==> src/rtl/tetris_pkg.sv <==
// tetris_pkg: shared command codes, keycodes and key FSM states for the Tetris logic.
package tetris_pkg;
  typedef enum logic [2:0] {
    CMD_NONE      = 3'd0,
    CMD_LEFT      = 3'd1,
    CMD_RIGHT     = 3'd2,
    CMD_ROTATE    = 3'd3,
    CMD_SOFT_DROP = 3'd4,
    CMD_HARD_DROP = 3'd5,
    CMD_PAUSE     = 3'd6
  } cmd_t;
  localparam logic [7:0] KC_A     = 8'h04;
  localparam logic [7:0] KC_D     = 8'h07;
  localparam logic [7:0] KC_W     = 8'h1A;
  localparam logic [7:0] KC_S     = 8'h16;
  localparam logic [7:0] KC_SPACE = 8'h2C;
  localparam logic [7:0] KC_P     = 8'h13;
  typedef enum logic [1:0] {
    ST_IDLE,
    ST_FIRST,
    ST_REPEAT,
    ST_LATCHED
  } key_state_t;
  function automatic cmd_t decode_key(input logic [7:0] kc);
    return kc == KC_A     ? CMD_LEFT      :
           kc == KC_D     ? CMD_RIGHT     :
           kc == KC_W     ? CMD_ROTATE    :
           kc == KC_S     ? CMD_SOFT_DROP :
           kc == KC_SPACE ? CMD_HARD_DROP :
           kc == KC_P     ? CMD_PAUSE     : CMD_NONE;
  endfunction
  function automatic logic is_repeatable(input cmd_t c);
    return c == CMD_LEFT || c == CMD_RIGHT || c == CMD_SOFT_DROP;
  endfunction
endpackage

==> src/rtl/sync_edge_det.sv <==
// sync_edge_det: two-flop synchronizer with a one-cycle rising-edge pulse.
module sync_edge_det (
  input  logic clk,
  input  logic rst,
  input  logic async_i,
  output logic pulse_o
);
  logic s1_q, s2_q, s3_q;
  always_ff @(posedge clk) begin
    if (rst) begin
      s1_q <= 1'b0;
      s2_q <= 1'b0;
      s3_q <= 1'b0;
    end else begin
      s1_q <= async_i;
      s2_q <= s1_q;
      s3_q <= s2_q;
    end
  end
  assign pulse_o = s2_q & ~s3_q;
endmodule

==> src/rtl/key_cmd_gen.sv <==
// key_cmd_gen: frame-sampled keycode to game command with DAS/ARR and a one-entry output register.
module key_cmd_gen
  import tetris_pkg::*;
#(
  parameter int unsigned DAS_FRAMES = 10,
  parameter int unsigned ARR_FRAMES = 3,
  parameter bit          REPEAT_EN  = 1'b1
) (
  input  logic       Clk,
  input  logic       Reset,
  input  logic       vsync,
  input  logic [7:0] keycode,
  input  logic       cmd_ready,
  output logic       cmd_valid,
  output logic [2:0] cmd,
  output logic [7:0] overrun_cnt
);
  localparam logic [5:0] DAS_RELOAD = 6'(DAS_FRAMES - 1);
  localparam logic [5:0] ARR_RELOAD = 6'(ARR_FRAMES - 1);
  logic       tick;
  cmd_t       act;
  logic       rep;
  logic       emit;
  key_state_t state_q, state_d;
  cmd_t       held_q, held_d;
  logic [5:0] cnt_q, cnt_d;
  cmd_t       cmd_q;
  logic       valid_q;
  logic [7:0] ovr_q;
  sync_edge_det u_vs_sync (
    .clk     (Clk),
    .rst     (Reset),
    .async_i (vsync),
    .pulse_o (tick)
  );
  assign act = decode_key(keycode);
  assign rep = REPEAT_EN && is_repeatable(act);
  always_comb begin
    state_d = state_q;
    held_d  = held_q;
    cnt_d   = cnt_q;
    emit    = 1'b0;
    if (tick) begin
      if (act == CMD_NONE) begin
        state_d = ST_IDLE;
        held_d  = CMD_NONE;
      end else if (act != held_q) begin
        emit    = 1'b1;
        held_d  = act;
        state_d = rep ? ST_FIRST : ST_LATCHED;
        cnt_d   = rep ? DAS_RELOAD : 6'd0;
      end else if (state_q == ST_FIRST || state_q == ST_REPEAT) begin
        emit    = cnt_q == 6'd0;
        cnt_d   = emit ? ARR_RELOAD : cnt_q - 6'd1;
        state_d = emit ? ST_REPEAT : state_q;
      end
    end
  end
  always_ff @(posedge Clk) begin
    if (Reset) begin
      state_q <= ST_IDLE;
      held_q  <= CMD_NONE;
      cnt_q   <= 6'd0;
      cmd_q   <= CMD_NONE;
      valid_q <= 1'b0;
      ovr_q   <= 8'd0;
    end else begin
      state_q <= state_d;
      held_q  <= held_d;
      cnt_q   <= cnt_d;
      if (emit) begin
        cmd_q   <= act;
        valid_q <= 1'b1;
        if (valid_q && !cmd_ready && ovr_q != 8'hFF) ovr_q <= ovr_q + 8'd1;
      end else if (valid_q && cmd_ready) begin
        cmd_q   <= CMD_NONE;
        valid_q <= 1'b0;
      end
    end
  end
  assign cmd_valid   = valid_q;
  assign cmd         = cmd_q;
  assign overrun_cnt = ovr_q;
endmodule

==> config.mk <==
export PLATFORM = sky130hd
export DESIGN_NAME = key_cmd_gen
export DESIGN_NICKNAME = d
export VERILOG_FILES = /design/src/rtl/tetris_pkg.sv /design/src/rtl/sync_edge_det.sv /design/src/rtl/key_cmd_gen.sv
export SDC_FILE = /design/constraint.sdc
export NUM_CORES = 1
export LEC_CHECK = 0
export BUFFER_PORTS_ARGS = -buffer_cell sky130_fd_sc_hd__buf_2
export CAP_MARGIN = 20
export CORE_AREA = 2 2 59 61
export DETAILED_ROUTE_END_ITERATION = 8
export DIE_AREA = 0 0 61 63
export PLACE_DENSITY = 0.81
export RECOVER_POWER = 50
export SYNTH_ARGS = -nofsm -noshare
export SYNTH_HDL_FRONTEND = slang
export SYNTH_SLANG_ARGS = --single-unit
==> constraint.sdc <==
create_clock -name Clk -period 4.5 [get_ports Clk]
set_input_delay 1.35 -clock Clk [delete_from_list [all_inputs] [get_ports Clk]]
set_output_delay 1.35 -clock Clk [all_outputs]
set_load 0.005 [all_outputs]
== Word-level counts from Yosys, hierarchy flattened ==
Index checks and enable logic that the tools add are counted.

* $add $sub $neg: 2
* Equal/unequal tests: 13
* Muxes and demuxes: 25
* Bitwise logic cells: 3
* Reductions and logical operators: 18

{| class="wikitable"
|+ Operators by type and width
! operator !! count
|-
| two-way mux 3 bit || 10
|-
| == test 8 x 5 -> 1 bit, second input constant || 3
|-
| two-way mux 6 bit || 3
|-
| == test 8 x 3 -> 1 bit, second input constant || 2
|-
| two-way mux 2 bit || 5
|-
| adder 8 x 1 -> 8 bit, second input constant || 1
|-
| == test 8 x 6 -> 1 bit, second input constant || 1
|-
| != test 8 bit, second input constant || 1
|-
| logical NOT 6 bit || 1
|-
| two-way mux 1 bit || 6
|-
| AND reduction 3 bit || 2
|-
| nonzero test 2 bit || 3
|-
| nonzero test 3 bit || 2
|-
| subtractor 6 x 1 -> 6 bit, second input constant || 1
|-
| two-way mux 4 bit || 1
|-
| AND reduction 2 bit || 2
|-
| == test 3 x 1 -> 1 bit, second input constant || 1
|-
| == test 3 x 2 -> 1 bit, second input constant || 1
|-
| == test 3 bit, second input constant || 1
|-
| logical AND 1 bit || 3
|-
| logical NOT 3 bit || 1
|-
| logical OR 1 bit || 3
|-
| != test 3 bit || 1
|-
| == test 2 x 1 -> 1 bit, second input constant || 1
|-
| 4 further kinds || 5
|}

* Bits in registers: 26
* Logic and storage cells: 70

== Depth between registers and ports, before layout ==
* Depth in word-level cells: 13
* Depth in mapped cells: 10

== Cells and area by module ==
A second synthesis with hierarchy kept.

* Cell total of the unflattened synthesis: 205
* Area total of the unflattened synthesis: 1712.9 µm²

{| class="wikitable"
|+ Modules (own cells, without submodules)
! module !! times used !! cells each !! area an instance (µm²) !! seq. area each (µm²)
|-
| key_cmd_gen || 1 || 198 || 1625.3 || 460.4
|-
| sync_edge_det || 1 || 7 || 87.6 || 60.1
|}

== Least setup slack after synthesis ==
OpenSTA, ideal clock, no wires.

* Path type: input -> register
* Start point: input keycode[7]
* End point: register ovr_q[2], in the netlist overrun_cnt[2]
* Library setup time: 123 ps
* Arrival: 3408 ps
* Path slack: 969 ps
* Stages: 7
* Path buffers: 1
* Cell sequence: or4b_4 -> or4_1 -> nand4_2 -> a211oi_2 -> buf_6 -> a2111oi_4 -> mux2_1

* Word-level cells in the longest chain between the ends: 12

{| class="wikitable"
|+ Ends and longest elaborated chain
! element !! line !! source
|-
| start: declaration || key_cmd_gen.sv:12 || <nowiki>input logic [7:0] keycode,</nowiki>
|-
| == test 8 x 5 -> 1 bit || tetris_pkg.sv:30 || <nowiki>kc == KC_P ? CMD_PAUSE : CMD_NONE;</nowiki>
|-
| two-way mux 3 bit || tetris_pkg.sv:30 ||
|-
| two-way mux 3 bit || tetris_pkg.sv:29 || <nowiki>kc == KC_SPACE ? CMD_HARD_DROP :</nowiki>
|-
| two-way mux 3 bit || tetris_pkg.sv:28 || <nowiki>kc == KC_S ? CMD_SOFT_DROP :</nowiki>
|-
| two-way mux 3 bit || tetris_pkg.sv:27 || <nowiki>kc == KC_W ? CMD_ROTATE :</nowiki>
|-
| two-way mux 3 bit || tetris_pkg.sv:26 || <nowiki>kc == KC_D ? CMD_RIGHT :</nowiki>
|-
| two-way mux 3 bit * || tetris_pkg.sv:25 || <nowiki>return kc == KC_A ? CMD_LEFT :</nowiki>
|-
| != test 3 bit || key_cmd_gen.sv:47 || <nowiki>end else if (act != held_q) begin</nowiki>
|-
| two-way mux 1 bit || key_cmd_gen.sv:47 ||
|-
| two-way mux 1 bit * || key_cmd_gen.sv:44 || <nowiki>if (act == CMD_NONE) begin</nowiki>
|-
| two-way mux 1 bit * || key_cmd_gen.sv:43 || <nowiki>if (tick) begin</nowiki>
|-
| AND reduction 2 bit (no source line) * || -- ||
|-
| end signal: assignment || key_cmd_gen.sv:74 || <nowiki>if (valid_q && !cmd_ready && ovr_q != 8'hFF) ovr_q <= ovr_q + 8'd1;</nowiki>
|-
| end: declaration || key_cmd_gen.sv:29 || <nowiki>logic [7:0] ovr_q;</nowiki>
|}

Every way passes the cells marked *; elsewhere a longest branch is shown, timed or not.
A chain may end at the register's enable or synchronous reset.

== Worst setup path after layout ==
* Start point: input keycode[7]
* End point: register ovr_q[5], in the netlist overrun_cnt[5]

The elaborated chain is that of the path after synthesis.

==> metrics.txt <==
# TYPE chip_impl_metric gauge
chip_impl_info{name="run_status",value="finished clean"} 1
chip_impl_metric{name="finalSetupViolations",unit=""} 0
chip_impl_info{name="holdCritPathClass",value="flop to flop"} 1
chip_impl_metric{name="clock_path_buffers",unit=""} 2
chip_impl_metric{name="synth_edf_count",unit=""} 0
chip_impl_info{name="rsz0062_at_grt",value="false"} 1
chip_impl_metric{name="clock.fmax",unit="GHz"} 0.2829
chip_impl_metric{name="cp.arrival",unit="ps"} 3780
chip_impl_metric{name="totalWireLength",unit="um"} 3705
chip_impl_metric{name="initial_core_util",unit=""} 0.5467
chip_impl_info{name="cts_tree",value="built"} 1
chip_impl_info{name="ys_flop_type",value="sky130_fd_sc_hd__dfxtp_1"} 1
chip_impl_metric{name="area_of_the_core_region",unit="mm^2"} 0.003232
chip_impl_metric{name="via_per_inst",unit=""} 6.011
chip_impl_metric{name="dp_hpwl",unit="um"} 2730
chip_impl_metric{name="post_drt_wl_per_cell",unit="um"} 14.09
chip_impl_info{name="crit_start",value="keycode[7]"} 1
chip_impl_metric{name="cts_setup_buffers",unit=""} 0
chip_impl_metric{name="detail_route.first_pass.iterations",unit=""} 4
chip_impl_metric{name="design.final.nets",unit=""} 233
chip_impl_metric{name="fraction_of_layout_instances_using_a_drive_strength_above_1",unit=""} 0.1843
chip_impl_metric{name="cts-buffers-inserted",unit=""} 3
chip_impl_metric{name="clkLatencyLatePin",unit="ps"} 340
chip_impl_info{name="startpoint_type_of_the_worst_setup_path",value="input port"} 1
chip_impl_metric{name="io-pin-count",unit=""} 24
chip_impl_metric{name="yosys.area.top_type_share",unit=""} 0.2946
chip_impl_metric{name="fillerInstances",unit=""} 297
chip_impl_metric{name="synthesis.instances",unit=""} 201
chip_impl_metric{name="total_inserted_antenna_cells",unit=""} 0
chip_impl_metric{name="timing.final.ws_setup",unit="ps"} 965.6
chip_impl_metric{name="worst_ep_required_time",unit="ps"} 4750
chip_impl_metric{name="cts_max_level",unit=""} 1
chip_impl_info{name="critical_path.endpoint_type",value="flop"} 1
chip_impl_metric{name="vias_in_the_first_global_route",unit=""} 1433
chip_impl_metric{name="site_row_count",unit=""} 21
chip_impl_metric{name="worst_pin_slew",unit="ps"} 1241
chip_impl_metric{name="critPathMaxFanout",unit=""} 21
chip_impl_metric{name="dieHeight",unit="um"} 63
chip_impl_metric{name="synth_nets",unit=""} 216
chip_impl_info{name="layout.cells.most_common",value="sky130_fd_sc_hd__dfxtp_1"} 1
chip_impl_metric{name="seq_area_frac_synth",unit=""} 0.2946
chip_impl_metric{name="synth.avg_cell_area",unit="um^2"} 8.790
chip_impl_metric{name="detail-route-antenna-nets",unit=""} 0
chip_impl_metric{name="dieArea",unit="mm^2"} 0.003843
chip_impl_info{name="layout.cells.most_common_list",value="sky130_fd_sc_hd__dfxtp_1 (26), sky130_fd_sc_hd__buf_2 (16), sky130_fd_sc_hd__nand2_1 (14)"} 1
chip_impl_metric{name="grt_antenna_before_repair",unit=""} 0
chip_impl_metric{name="area_grow_syn2layout",unit="%"} 8.782
chip_impl_metric{name="remaining_drc_errors",unit=""} 0
chip_impl_metric{name="clk_pin_slew",unit="ps"} 160
chip_impl_metric{name="ys_async_sr_fraction",unit=""} 0
chip_impl_metric{name="vias",unit=""} 1581
chip_impl_metric{name="grt-ovfl-total",unit=""} 0
chip_impl_metric{name="final_period_minus_worst_setup_slack",unit="ps"} 3534
chip_impl_metric{name="yosysWarningCount",unit=""} 0
chip_impl_metric{name="postCtsHoldBufs",unit=""} 0
chip_impl_metric{name="finalMaxSlewViolations",unit=""} 0
chip_impl_metric{name="synthDistinctLibCells",unit=""} 63
chip_impl_metric{name="maxCapViolCount",unit=""} 0
chip_impl_metric{name="power.static_leakage",unit="nW"} 0.7263
chip_impl_metric{name="cell_area_after_synthesis",unit="mm^2"} 0.001767
chip_impl_info{name="worst_hold_startpoint",value="u_vs_sync.s1_q"} 1
chip_impl_metric{name="die_width",unit="um"} 61
chip_impl_metric{name="track_usage",unit=""} 0.2058
chip_impl_info{name="regToRegStartpoint",value="cnt_q[3]"} 1
chip_impl_info{name="cts-root-buf",value="sky130_fd_sc_hd__clkbuf_4"} 1
chip_impl_info{name="netlist.top_cell.by_area",value="sky130_fd_sc_hd__dfxtp_1"} 1
chip_impl_info{name="yosys-top-cells-area",value="sky130_fd_sc_hd__dfxtp_1 (29%), sky130_fd_sc_hd__mux2_1 (4.5%), sky130_fd_sc_hd__nor2b_1 (4.2%), sky130_fd_sc_hd__mux2i_1 (3.4%), sky130_fd_sc_hd__nand3_1 (3.4%)"} 1
chip_impl_metric{name="timing.clock.skew",unit="ps"} 12.30
chip_impl_metric{name="final.period_utilization",unit=""} 0.7854
chip_impl_metric{name="dr_iter_0_viols",unit=""} 47
chip_impl_metric{name="finalWeightedCongestion",unit=""} 0.7829
chip_impl_metric{name="grt_pass1_wl",unit="um"} 6341
chip_impl_metric{name="pre_cts_slack",unit="ps"} 583.7
chip_impl_metric{name="ir_drop",unit="mV"} 0.1214
chip_impl_metric{name="io_buffers",unit=""} 23
chip_impl_metric{name="p_per_area",unit="mW/mm^2"} 235.4
chip_impl_metric{name="synth-seq-cells",unit=""} 26
chip_impl_metric{name="cts.repair.resized",unit=""} 0
chip_impl_metric{name="final_hold_viol_count",unit=""} 0
chip_impl_metric{name="setup_total_negative_slack",unit="ps"} 0
chip_impl_metric{name="maximum_number_of_pins_on_one_net_before_global_route_repair",unit=""} 28
chip_impl_metric{name="slew_headroom",unit=""} 0.1730
chip_impl_info{name="crit_path_category",value="input port to flop"} 1
chip_impl_metric{name="clock_sink_count",unit=""} 26
## power breakdown
part	switching [mW]	total [mW]	internal [mW]	leakage [nW]
Clock	0.0776	0.168	0.0902	0.0279
Combinational	0.0323	0.0506	0.0183	0.488
Sequential	0.00151	0.234	0.233	0.210
## state kept, by name, indices dropped and copies added, names as in the netlist
| signal | cells |
|---|---|
| cmd | 3 |
| cmd_valid | 1 |
| cnt_q | 6 |
| held_q | 3 |
| overrun_cnt | 8 |
| state_q | 2 |
| u_vs_sync.s1_q | 1 |
| u_vs_sync.s2_q | 1 |
| u_vs_sync.s3_q | 1 |
## kinds of logic (layout without fill, tap and decap cells)
family,Yosys count,in the layout,synth area share
and+or+nand+nor,91,91,0.3095
adders and majority gates,3,3,0.02125
xor gates and xnor gates,4,4,0.01983
DFF,26,26,0.2946
AOI/OAI and AO/OA,45,45,0.2224
buffers and inverters,19,35,0.05383
muxes,13,13,0.07862
## synthesized netlist by cell type, drive strengths merged (4+ instances only)
cell     instances
o21ai            4
or2              4
nor3             5
inv              7
a21oi            9
nor2b           12
a211oi           5
nand2           14
mux2i            6
clkbuf           5
buf              7
a2111oi          5
dfxtp           26
nand2b           4
mux2             7
nor2            12
nand3           13
## routing by layer
metal	routed length, um	global-route usage
met5	0	0
met1	1777	0.2977
met3	110	0.02484
met4	36	0.04620
met2	1781	0.3226
## path summary, 6_finish.rpt
kind | endpoint | cells after the start | slack, ps
worst min register to register | u_vs_sync.s2_q | 1 | 460
worst min-delay path | u_vs_sync.s2_q | 1 | 460
worst max-delay path | overrun_cnt[5] | 8 | 970
worst max register to register | overrun_cnt[5] | 5 | 2260
## through the flow
stage	utilization	power [mW]	instance area, um^2	cells	hold slack (ps)
2_1_floorplan	-	0.2781	1767	201	413.8
3_3_place_gp	0.5811	0.2875	1878	259	432.9
3_5_place_dp	0.5811	0.2888	1878	259	427.9
4_1_cts	0.5974	0.4528	1931	263	461.7
5_1_grt	0.5947	0.4676	1922	263	489.0
6_report	0.5947	0.4523	1922	263	457.6
## critical path, stage by stage
cell	delay, ps
sky130_fd_sc_hd__clkbuf_1	100
sky130_fd_sc_hd__nor4b_1	670
sky130_fd_sc_hd__and4_1	360
sky130_fd_sc_hd__o221a_2	250
sky130_fd_sc_hd__a211oi_2	40
sky130_fd_sc_hd__buf_4	230
sky130_fd_sc_hd__a2111oi_1	410
sky130_fd_sc_hd__mux2_1	360
## cell type report
| class | instances | area [um^2] | share of cell area |
|---|---|---|---|
| Multi-Input combinational cell | 156 | 1151 | 0.5990 |
| Tap cell | 46 | 57.56 | 0.02995 |
| Inverter | 7 | 26.28 | 0.01367 |
| Clock buffer | 3 | 22.52 | 0.01172 |
| Timing Repair Buffer | 24 | 113.9 | 0.05924 |
| Sequential cell | 26 | 520.5 | 0.2708 |
| Clock inverter | 1 | 30.03 | 0.01563 |
Note: power is estimated with default switching activity, not from simulation.
